===== src/rtl/maxnet_ctrl.sv =====
// Maxnet winner-take-all sequencing controller: loads activations, iterates
// inhibition updates until at most one neuron survives or the limit is hit.
module maxnet_ctrl #(
   parameter int N        = 4,
   parameter int MAX_ITER = 31,
   parameter int ITER_W   = 5
) (
   input  logic              clk,
   input  logic              rst,
   input  logic              start,
   input  logic [N-1:0]      nz,
   output logic              ready,
   output logic              busy,
   output logic              sel_init,
   output logic              reg_we,
   output logic [N-1:0]      winner,
   output logic              winner_valid,
   output logic              timeout,
   output logic [ITER_W-1:0] iter_cnt
);

   typedef enum logic [2:0] {
      S_IDLE,
      S_LOAD,
      S_EVAL,
      S_UPDATE,
      S_DONE
   } state_t;

   state_t state;

   // Clearing the lowest set bit leaves a nonzero value only when two or more bits are set.
   logic multi;
   logic single;

   assign multi  = (nz & (nz - N'(1))) != '0;
   assign single = (nz != '0) && !multi;

   // Moore outputs are registered alongside the state so they change only with it.
   always_ff @(posedge clk or negedge rst) begin
      if (!rst) begin
         state        <= S_IDLE;
         ready        <= 1'b1;
         busy         <= 1'b0;
         sel_init     <= 1'b0;
         reg_we       <= 1'b0;
         winner       <= '0;
         winner_valid <= 1'b0;
         timeout      <= 1'b0;
         iter_cnt     <= '0;
      end else begin
         case (state)
            S_IDLE: begin
               if (start) begin
                  state        <= S_LOAD;
                  ready        <= 1'b0;
                  busy         <= 1'b1;
                  sel_init     <= 1'b1;
                  reg_we       <= 1'b1;
                  iter_cnt     <= '0;
                  winner       <= '0;
                  winner_valid <= 1'b0;
                  timeout      <= 1'b0;
               end
            end
            S_LOAD: begin
               state    <= S_EVAL;
               sel_init <= 1'b0;
               reg_we   <= 1'b0;
            end
            S_EVAL: begin
               if (!multi) begin
                  state        <= S_DONE;
                  winner       <= nz;
                  winner_valid <= single;
               end else if (iter_cnt == ITER_W'(MAX_ITER)) begin
                  state        <= S_DONE;
                  winner       <= nz;
                  winner_valid <= 1'b0;
                  timeout      <= 1'b1;
               end else begin
                  state  <= S_UPDATE;
                  reg_we <= 1'b1;
               end
            end
            S_UPDATE: begin
               state    <= S_EVAL;
               reg_we   <= 1'b0;
               iter_cnt <= iter_cnt + ITER_W'(1);
            end
            S_DONE: begin
               state <= S_IDLE;
               ready <= 1'b1;
               busy  <= 1'b0;
            end
            default: begin
               state    <= S_IDLE;
               ready    <= 1'b1;
               busy     <= 1'b0;
               sel_init <= 1'b0;
               reg_we   <= 1'b0;
            end
         endcase
      end
   end

endmodule


===== config.mk =====
export PLATFORM = sky130hd
export DESIGN_NAME = maxnet_ctrl
export DESIGN_NICKNAME = d
export VERILOG_FILES = /design/src/rtl/maxnet_ctrl.sv
export SDC_FILE = /design/constraint.sdc
export NUM_CORES = 1
export LEC_CHECK = 0
export ABC_AREA = 1
export CAP_MARGIN = 5
export CORE_MARGIN = 3
export CORE_UTILIZATION = 35
export CTS_BUF_LIST = sky130_fd_sc_hd__clkbuf_8
export DETAILED_ROUTE_END_ITERATION = 16
export PLACE_DENSITY_LB_ADDON = 0.25
export SLEW_MARGIN = 20
export SYNTH_ARGS = -nofsm -noshare
export SYNTH_HDL_FRONTEND = slang
export SYNTH_SLANG_ARGS = --single-unit

===== constraint.sdc =====
create_clock -name clk -period 2.17 [get_ports clk]
set_clock_uncertainty 0.15 [all_clocks]
set_input_delay 0.3255 -clock clk [delete_from_list [all_inputs] [get_ports clk]]
set_output_delay 0.3255 -clock clk [all_outputs]
set_load 0.005 [all_outputs]

==> flow_summary_export.csv, run 1 <==
group,metric,value,unit
run_status,status,"finished, final reports clean",
cells_and_area,fin_nets,149,
worst_setup_path,cp_max_fo,7,
timing,hold-worst-slack,0.189,ns
worst_setup_path,cp-end-kind,"flip-flop",
clock_network,cts-root-buf,"clkbuf_8",
timing,slew_violations,0,
floorplanning,fp.dieH,57.3,µm
logic_synthesis,synth_edf_count,0,
pwr,power.density,1280,nW/µm²
logic_synthesis,synthTopCellsByArea,"dfrtp_1 (46%), nand2_1 (16%), inv_1 (6.1%), nand3_1 (4.9%), nor2_1 (4.5%)",
logic_synthesis,synthCells,114,
cells_and_area,synthToLayoutAreaGrowth,31.2,%
timing,fin_crit_sh,81.5,%
floorplanning,pin_count,22,
worst_setup_path,ff2ff_path_depth,10,
clock_network,cts_tree,"yes",
logic_synthesis,synthXorXnorAreaFrac,0.952,%
timing,setup_tns,0,ns
worst_setup_path,cp.required,2.16,ns
timing,max_freq,565,MHz
routing,vias,759,
timing,maxSlewHeadroom,76.2,%
floorplanning,initial_core_util,39.3,%
logic_synthesis,syn_nets,123,
routing,drt_iter0_markers,19,
floorplanning,design.core.area,2340,µm²
logic_synthesis,synth_top_area_share,46.3,%
clock_network,clk_latency,0.25,ns
worst_setup_path,cp_data_arrival_time,1.76,ns
timing,finalSetupViolations,0,
logic_synthesis,yosys.area_share.adder,2.72,%
worst_setup_path,worst_setup_path_start_kind,"flip-flop",
timing,tightest_slew,0.354,ns
placed_design,dp.cells,163,
routing,avgViaCountPerCell,4.54,
clock_network,clockBufferDepth,2,
cells_and_area,instances_no_fill,167,
placed_design,io_buffers,21,
global_routing,grt_busiest_layer,"met2",
logic_synthesis,synthArstFlopShare,100,%
logic_synthesis,yosys.area_share.simple,33.9,%
hold_path,hp-class,"primary input to asynchronous set/reset pin",
routing,post-route-drc-count,0,
clock_network,cts_resized,0,
logic_synthesis,ys.flop_type,"dfrtp_1",
pwr,power_frac_clock,15.0,%
worst_setup_path,reg2reg_slack,0.40,ns
placed_design,gp_congestion,0.764,
global_routing,grt_pass1_vias,753,
global_routing,grt_first_pass_wirelength,3220,µm
global_routing,grt_max_degree,13,
clock_network,cts.sinks,18,
clock_network,htree_levels,1,
global_routing,antenna_found_initial,0,
global_routing,use_met3,3.17,%
pwr,irDropWorstVdd,0.666,mV
cells_and_area,drive_above_1_share,12.2,%
timing,min_period,1.77,ns
pwr,switching_share,37.3,%
logic_synthesis,synth-seq-area-share,49.1,%
worst_setup_path,r2r-end,"winner[1]",
floorplanning,dieArea,3280,µm²
run,maxCapViolCount,0,
logic_synthesis,synth_area,920,µm²
logic_synthesis,ys_warn_count,0,
cells_and_area,final_cell_mix,"nand2_1 (39), clkdlybuf4s50_1 (21), dfrtp_1 (17)",
routing,first_pass_iters,4,
global_routing,grt_use_total,12.4,%
timing,fin_ws,0.401,ns
global_routing,grt-ovfl-total,0,
pwr,power_switching,576,µW
clock_network,cts-hold-fix-buffers,0,
routing,wl_per_cell,10.9,µm
pwr,p_int,966,µW
pwr,leakage,0.644,nW
logic_synthesis,synth.avg_cell_area,8.07,µm²
logic_synthesis,synth_compound_area_share,5.17,%
timing,finalHoldViolCount,0,
timing,rsz0062_at_grt,"false",
pwr,power_frac_seq,37.4,%
worst_setup_path,worstSetupStartpoint,"iter_cnt[0]",
logic_synthesis,synth_top_family_by_area,"simple AND/OR/NAND/NOR gates",
worst_setup_path,r2r-start,"iter_cnt[0]",
placed_design,place.detailed.hpwl,1450,µm
placed_design,pre_cts_ws,0.382,ns
routing,routed_wl,1830,µm
logic_synthesis,ys_types,21,
clock_network,path_clk_slew,0.07,ns
floorplanning,rows,17,
floorplanning,dieWidth,57.3,µm
global_routing,grt_use_met1,17.1,%
clock_network,tritoncts.num_buffers,3,
clock_network,post_cts_buffers,0,
routing,ant_nets,0,
pwr,combPwrFrac,47.7,%
cells_and_area,antennaDiodeCount,0,
logic_synthesis,ys_ff_latch,18,
cells_and_area,final_common_cell,"nand2_1",
logic_synthesis,synth_top_area_cell,"dfrtp_1",
global_routing,gr-usage-met2,17.9,%
logic_synthesis,synth.area.mux_share,0,%
worst_setup_path,critical_path_class,"flip-flop to flip-flop",
==> critical path, stage by stage, from the launching register on <==
cell and delay [ns]:
dfrtp_1 0.42, ha_1 0.22, nand2_1 0.08, nor2_1 0.05, ha_1 0.21, nor2_1 0.12, nor2_1 0.06, nand2_2 0.14
nand2_2 0.10, nand2_1 0.08, nand2_1 0.05
==> kinds of logic (layout without fill, tap and decap cells) <==
group,Yosys count,count (layout)
XOR/XNOR,1,1
AO/OA/AOI/OAI,7,7
flip-flops,18,18
buffers and inverters,18,43
adder cells (fa/ha/maj),2,2
AND/OR/NAND/NOR,68,68
==> synth_stat cells (2+ instances only) <==
| cell | instances |
|---|---|
| nand3_1 | 9 |
| inv_1 | 15 |
| a21oi_1 | 2 |
| nand2_1 | 39 |
| inv_2 | 2 |
| nand3_2 | 2 |
| o21ai_0 | 2 |
| dfrtp_1 | 17 |
| nand2_2 | 2 |
| nor2_4 | 2 |
| ha_1 | 2 |
| nor2_1 | 11 |
==> registers in the layout (all words and copies together), names as in the netlist <==
name	cells
winner	4
ready	1
busy	1
winner_valid	1
state	3
sel_init	1
reg_we	1
iter_cnt	5
timeout	1
==> layer usage <==
metal,part of all wire [%],vias up
met1,49,339
met5,0,-
li1,-,398
met4,1.5,0
met3,4.5,4
met2,45,18
==> power groups by stage <==
| stage | clock network [mW] | registers, mW | logic (mW) |
|---|---|---|---|
| 2_1_floorplan | 0 | 0.583 | 0.413 |
| 3_3_place_gp | 0 | 0.576 | 0.730 |
| 3_5_place_dp | 0 | 0.583 | 0.742 |
| 4_1_cts | 0.242 | 0.578 | 0.746 |
| 5_1_grt | 0.251 | 0.594 | 0.829 |
| 6_report | 0.231 | 0.576 | 0.735 |
==> worst max path at each step <==
stage / to / slack [ns] / cells after the start
after floorplan: winner[0] / 0.57 / 10
after global placement: winner[3] / 0.43 / 10
after detailed placement: reg_we / 0.38 / 7
after CTS: winner[1] / 0.40 / 10
after global routing: winner[3] / 0.26 / 10
final: winner[1] / 0.40 / 10
==> through the flow <==
step | cell area [µm²] | total power, mW | util (%)
3_3_place_gp | 1160 | 1.31 | 49.6
5_1_grt | 1210 | 1.67 | 51.6
3_5_place_dp | 1160 | 1.33 | 49.6
6_report | 1210 | 1.54 | 51.6
2_1_floorplan | 920 | 0.997 | -
4_1_cts | 1210 | 1.57 | 51.6
==> final cells by class <==
type	instances	area (µm²)
multi-input cells	78	393
repair buffers	22	218
clock buffers	3	41.3
flip-flops and latches	18	452
well taps	28	35.0
clock inverters	1	3.75
inverters	17	63.8
fillers	225	1130
Note: power is estimated with default switching activity, not from simulation.
==> run 2, diff against run 1 <==
clock period = 1.6 ns   (was 2.17 ns; I/O delays follow)
==> run 2 against run 1 <==
- the run now ends with negative setup slack left
- core utilization up 4.3 points
- worst setup slack worse by 0.41 ns
- clock power up 59%
- routed wire length up 13%
==> flow_summary_export.csv, run 2 (synthesis gave the netlist of run 1 again) <==
group,metric,value,unit
run_status,status,"finished, violations left",
run_status,violations,"negative setup slack",
timing,max_freq,623,MHz
pwr,power_frac_seq,34.7,%
timing,fin_crit_sh,100,%
timing,finalHoldViolCount,0,
cells_and_area,final_cell_mix,"nand2_1 (37), dfrtp_1 (17), clkdlybuf4s50_1 (17)",
timing,hold-worst-slack,0.0598,ns
global_routing,grt_use_total,14.0,%
worst_setup_path,cp_data_arrival_time,1.60,ns
worst_setup_path,r2r-end,"winner[3]",
pwr,leakage,0.707,nW
floorplanning,dieWidth,57.3,µm
timing,min_period,1.60,ns
routing,post-route-drc-count,0,
routing,wl_per_cell,11.6,µm
cells_and_area,drive_above_1_share,22.7,%
floorplanning,dieArea,3280,µm²
timing,tightest_slew,0.250,ns
placed_design,io_buffers,21,
global_routing,grt_first_pass_wirelength,3590,µm
run,maxCapViolCount,0,
clock_network,cts-root-buf,"clkbuf_8",
cells_and_area,largest-register,"iter_cnt",
pwr,power_switching,822,µW
global_routing,antenna_found_initial,0,
routing,ant_nets,0,
floorplanning,fp.dieH,57.3,µm
clock_network,cts-hold-fix-buffers,0,
worst_setup_path,cp.required,1.59,ns
clock_network,cts.sinks,18,
pwr,power_frac_clock,16.6,%
timing,rsz0062_at_grt,"true",
cells_and_area,fin_nets,160,
placed_design,pre_cts_ws,-0.0559,ns
global_routing,grt_max_degree,12,
routing,routed_wl,2060,µm
worst_setup_path,worst_setup_path_start_kind,"flip-flop",
timing,finalSetupViolations,1,
worst_setup_path,cp_max_fo,7,
placed_design,place.detailed.hpwl,1610,µm
placed_design,gp_congestion,0.835,
cells_and_area,final_util,55.8,%
worst_setup_path,r2r-start,"iter_cnt[0]",
hold_path,hp-class,"primary input to asynchronous set/reset pin",
cells_and_area,antennaDiodeCount,0,
routing,vias,806,
clock_network,htree_levels,1,
routing,first_pass_iters,4,
floorplanning,design.core.area,2340,µm²
clock_network,tritoncts.num_buffers,3,
pwr,switching_share,37.0,%
floorplanning,rows,17,
global_routing,grt_pass1_vias,804,
pwr,combPwrFrac,48.7,%
timing,slew_violations,0,
timing,fin_ws,-0.00434,ns
cells_and_area,synthToLayoutAreaGrowth,42.0,%
timing,setup_tns,-0.00434,ns
worst_setup_path,ff2ff_path_depth,10,
pwr,power.density,1700,nW/µm²
worst_setup_path,critical_path_class,"flip-flop to flip-flop",
pwr,irDropWorstVdd,0.948,mV
cells_and_area,final_common_cell,"nand2_1",
worst_setup_path,reg2reg_slack,-0.004,ns
routing,drt_iter0_markers,21,
clock_network,clockBufferDepth,2,
clock_network,cts_tree,"yes",
routing,avgViaCountPerCell,4.53,
clock_network,clk_latency,0.25,ns
floorplanning,initial_core_util,39.3,%
pwr,p_int,1.40,mW
cells_and_area,reg_top3,"iter_cnt x5, winner x4, state x3",
clock_network,path_clk_slew,0.07,ns
global_routing,grt-ovfl-total,0,
floorplanning,pin_count,22,
cells_and_area,largest_reg_flops,5,
worst_setup_path,cp-end-kind,"flip-flop",
timing,maxSlewHeadroom,83.3,%
[run 2: cell types whose count changed in the layout (fill, tap and decap cells not counted)]
cell             before  now
buf_4                 1   12
clkdlybuf4s50_1      21   17
dlygate4sd2_1         0    4
ha_1                  2    0
ha_2                  0    2
nand2_1              39   37
nand2_2               2    4
clkbuf_8              3    4
inv_1                16   15
nor2_1               11   10
nor2_2                0    1
[run 2: layout make-up]
| cell class | count | area (µm²) |
|---|---|---|
| Timing Repair Buffer | 33 | 295 |
| Fill cell | 225 | 1030 |
| Inverter | 17 | 63.8 |
| Tap cell | 28 | 35.0 |
| Multi-Input combinational cell | 78 | 405 |
| Sequential cell | 18 | 452 |
| Clock buffer | 4 | 55.1 |
[run 2: metrics by stage]
stage / instances / area (µm²) / power [mW]
after CTS: 178 / 1300 / 2.24
final: 178 / 1310 / 2.22
after floorplan: 114 / 922 / 1.35
after detailed placement: 174 / 1250 / 1.88
after global routing: 178 / 1310 / 2.42
after global placement: 174 / 1250 / 1.86
[run 2: how the worst max path moves through the flow]
stage	startpoint	endpoint	slack (ns)
after floorplan	iter_cnt[0]	winner[0]	0.02
after global placement	nz[3]	reg_we	-0.03
after detailed placement	nz[3]	winner[2]	-0.06
after CTS	iter_cnt[1]	timeout	-0.002
after global routing	iter_cnt[1]	timeout	-0.10
final	iter_cnt[0]	winner[3]	-0.004
[run 2: metal layers]
layer	share of wire [%]	GRT usage [%]	vias to the layer above	wire length, µm
li1	-	-	421	-
met1	49	18.7	366	1010
met2	46	21.4	17	949
met3	4.7	5.20	2	96
met4	0.48	3.97	0	10
met5	0	0	-	0
[run 2: what timing repair did]
action / 4_1_cts / 5_1_grt
endpoints found under the hold margin: 0 / 0
setup endpoints to repair: 9 / 8
gates cloned: 0 / 0
buffers inserted: 0 / 0
pin swaps: 4 / 1
gates resized for setup: 6 / 2
[run 2: power groups by stage]
stage	clock [mW]	combinational, mW	sequential, mW
after detailed placement	0	1.11	0.777
after floorplan	0	0.562	0.792
after global routing	0.401	1.22	0.795
final	0.368	1.08	0.771
after global placement	0	1.09	0.769
after CTS	0.378	1.09	0.775
[run 2: worst max-delay path, cell delays in order, from the launching register on]
cell     delay, ns
dfrtp_1       0.38
ha_2          0.19
nand2_2       0.07
nor2_2        0.03
ha_2          0.17
nor2_1        0.08
nor2_1        0.05
nand2_2       0.13
nand2_2       0.09
nand2_1       0.08
nand2_1       0.05
==> run 3, diff against run 2 <==
ABC_AREA = 0   (was 1)
SLEW_MARGIN = 40   (was 20)
==> run 3 against run 2 <==
- the flow still finishes with violations (negative setup slack)
- die area is 5.0% higher
- clock-buffer cell count down 1
- sequential power shrank 5.4%
==> flow_summary_export.csv, run 3 <==
group,metric,value,unit
global_routing,antenna_found_initial,0,
cells_and_area,drive_above_1_share,26.9,%
clock_network,cts.sinks,18,
global_routing,grt_first_pass_wirelength,4190,µm
timing,tightest_slew,0.412,ns
clock_network,path_clk_slew,0.07,ns
logic_synthesis,synthArstFlopShare,100,%
pwr,fin_total_pwr,2.19,mW
clock_network,cts_tree,"yes",
logic_synthesis,syn_nets,104,
floorplanning,pin_count,22,
logic_synthesis,synthTopCellsByArea,"dfrtp_1 (44%), a21oi_1 (5.7%), o32ai_1 (3.6%), buf_6 (3.5%), o21ai_0 (3.1%)",
worst_setup_path,cp_num_buf_inv,0,
run,maxCapViolCount,0,
cells_and_area,largest-register,"iter_cnt",
logic_synthesis,synth_edf_count,0,
placed_design,io_buffers,21,
placed_design,dp.cells,158,
floorplanning,initial_core_util,37.8,%
timing,finalSetupViolations,7,
clock_network,clockBufferDepth,2,
pwr,power_frac_seq,33.3,%
logic_synthesis,ys_warn_count,0,
pwr,power.density,1520,nW/µm²
pwr,combPwrFrac,52.0,%
logic_synthesis,synthXorXnorAreaFrac,0,%
logic_synthesis,synth_top_area_share,43.8,%
routing,drt_iter0_markers,19,
floorplanning,design.core.area,2570,µm²
clock_network,tritoncts.num_buffers,3,
global_routing,grt_pass1_vias,918,
routing,avgViaCountPerCell,5.37,
cells_and_area,instances_no_fill,164,
floorplanning,dieArea,3440,µm²
cells_and_area,final_util,56.0,%
timing,fin_ws,-0.155,ns
logic_synthesis,synth_compound_area_share,28.6,%
logic_synthesis,synthTopCellsByCount,"dfrtp_1 (17), a21oi_1 (11), inv_1 (8)",
worst_setup_path,cp.required,1.58,ns
cells_and_area,reg_top3,"iter_cnt x5, winner x4, state x3",
run_status,violations,"negative setup slack",
logic_synthesis,ys.flop_type,"dfrtp_1",
logic_synthesis,ys_ff_latch,18,
timing,fin_crit_sh,110,%
clock_network,clk_latency,0.25,ns
timing,finalHoldViolCount,0,
cells_and_area,largest_reg_flops,5,
timing,maxSlewHeadroom,72.5,%
cells_and_area,antennaDiodeCount,0,
logic_synthesis,yosys.area_share.simple,11.6,%
routing,routed_wl,2440,µm
clock_network,cts-hold-fix-buffers,0,
cells_and_area,postLayoutCellArea,1440,µm²
cells_and_area,synthToLayoutAreaGrowth,48.2,%
pwr,switching_share,37.5,%
worst_setup_path,cp_data_arrival_time,1.73,ns
clock_network,htree_levels,1,
worst_setup_path,cp_top_family,"flip-flops",
floorplanning,fp.dieH,58.7,µm
timing,rsz0062_at_grt,"true",
worst_setup_path,worstSetupStartpoint,"iter_cnt[1]",
cells_and_area,fillers,239,
worst_setup_path,worst_setup_path_start_kind,"flip-flop",
logic_synthesis,ys_types,36,
timing,max_freq,570,MHz
pwr,leakage,0.639,nW
worst_setup_path,cp_max_fo,7,
logic_synthesis,synth_area,971,µm²
global_routing,grt-ovfl-total,0,
logic_synthesis,synth-seq-area-share,46.5,%
timing,min_period,1.75,ns
timing,setup_tns,-0.782,ns
worst_setup_path,r2r-start,"iter_cnt[1]",
pwr,p_int,1.37,mW
cells_and_area,final_common_cell,"buf_4",
placed_design,place.detailed.hpwl,1780,µm
worst_setup_path,cp_slowest_cell,"dfrtp_1",
logic_synthesis,yosys.area_share.adder,4.64,%
routing,ant_nets,0,
pwr,power_switching,820,µW
routing,vias,881,
worst_setup_path,crit_chain,"ha_2 > and3_4 > ha_4 > mux2i_4 > o22a_1 > o32ai_2",
global_routing,grt_use_total,15.9,%
logic_synthesis,synth_top_family_by_area,"compound AO/OA/AOI/OAI gates",
placed_design,pre_cts_ws,-0.277,ns
logic_synthesis,synth.area.mux_share,1.03,%
logic_synthesis,synthMostInstantiatedCell,"dfrtp_1",
placed_design,gp_congestion,0.885,
logic_synthesis,synth.avg_cell_area,10.2,µm²
logic_synthesis,synthCells,95,
worst_setup_path,cp-end-kind,"flip-flop",
routing,first_pass_iters,3,
pwr,irDropWorstVdd,1.11,mV
routing,wl_per_cell,14.9,µm
timing,slew_violations,0,
global_routing,grt_max_degree,19,
timing,hold-worst-slack,0.169,ns
worst_setup_path,max_stage_delay,0.39,ns
routing,post-route-drc-count,0,
cells_and_area,final_cell_mix,"buf_4 (19), dfrtp_1 (17), clkdlybuf4s50_1 (16)",
pwr,power_frac_clock,14.7,%
clock_network,cts-root-buf,"clkbuf_8",
floorplanning,dieWidth,58.7,µm
placed_design,placed_area,1340,µm²
logic_synthesis,synth_top_area_cell,"dfrtp_1",
worst_setup_path,critical_path_class,"flip-flop to flip-flop",
run_status,status,"finished, violations left",
cells_and_area,fin_nets,144,
hold_path,hp-class,"primary input to asynchronous set/reset pin",
floorplanning,rows,18,
## run 3: cell types whose count changed after synthesis, sizes merged, moves of 8 or more
cell,delta
a21oi,+9
inv,-9
nand3,-11
nand2,-38
nor2,-8
## run 3: area by class of cell
| type | count | area [µm²] | share of cell area (%) |
|---|---|---|---|
| Clock buffer | 3 | 41.3 | 2.87 |
| Multi-Input combinational cell | 64 | 528 | 36.7 |
| Sequential cell | 18 | 452 | 31.4 |
| Inverter | 8 | 30.0 | 2.09 |
| Timing Repair Buffer | 40 | 347 | 24.1 |
| Clock inverter | 1 | 3.75 | 0.261 |
| Tap cell | 30 | 37.5 | 2.61 |
## run 3: what timing repair did
| item | 4_1_cts | 5_1_grt |
|---|---|---|
| pin swaps | 6 | 7 |
| endpoints found under the setup margin | 15 | 11 |
| setup buffers | 2 | 1 |
| resized for setup | 9 | 6 |
## run 3: cell families after synthesis
group,after synthesis
AOI/OAI and AO/OA,39
adders and majority gates,4
buffers and inverters,13
DFF,18
muxes,1
and+or+nand+nor,20
## run 3: final timing paths
kind | to | slack [ns] | cells past startpoint
worst min-delay path | winner[1] | 0.17 | 2
worst max-delay path | winner[0] | -0.15 | 6
min in group clk | sel_init | 0.35 | 2
worst max register to register | winner[0] | -0.15 | 6
worst min register to register | sel_init | 0.35 | 2
max in group asynchronous | ready | 0.87 | 2
## run 3: per-layer routing
metal | GRT usage, % | up-vias | wire [µm]
li1 | - | 434 | -
met1 | 20.9 | 428 | 1180
met2 | 25.5 | 12 | 1150
met3 | 3.29 | 7 | 62
met4 | 6.15 | 0 | 48
met5 | 0 | - | 0
## run 3: worst reg2reg max path: cells and delay by family, from the launching register on
family	cells	cell delay, ns
mux	1	0.24
flops	1	0.39
simple gates	1	0.15
fa+ha+maj	2	0.37
compound gates	2	0.33
## run 3: power by group through the flow
stage | Clock, mW | Combinational [mW] | Sequential (mW)
after detailed placement | 0 | 1.08 | 0.737
after global placement | 0 | 1.05 | 0.731
after CTS | 0.321 | 1.11 | 0.728
after global routing | 0.339 | 1.25 | 0.756
final | 0.322 | 1.14 | 0.729
after floorplan | 0 | 0.632 | 0.729
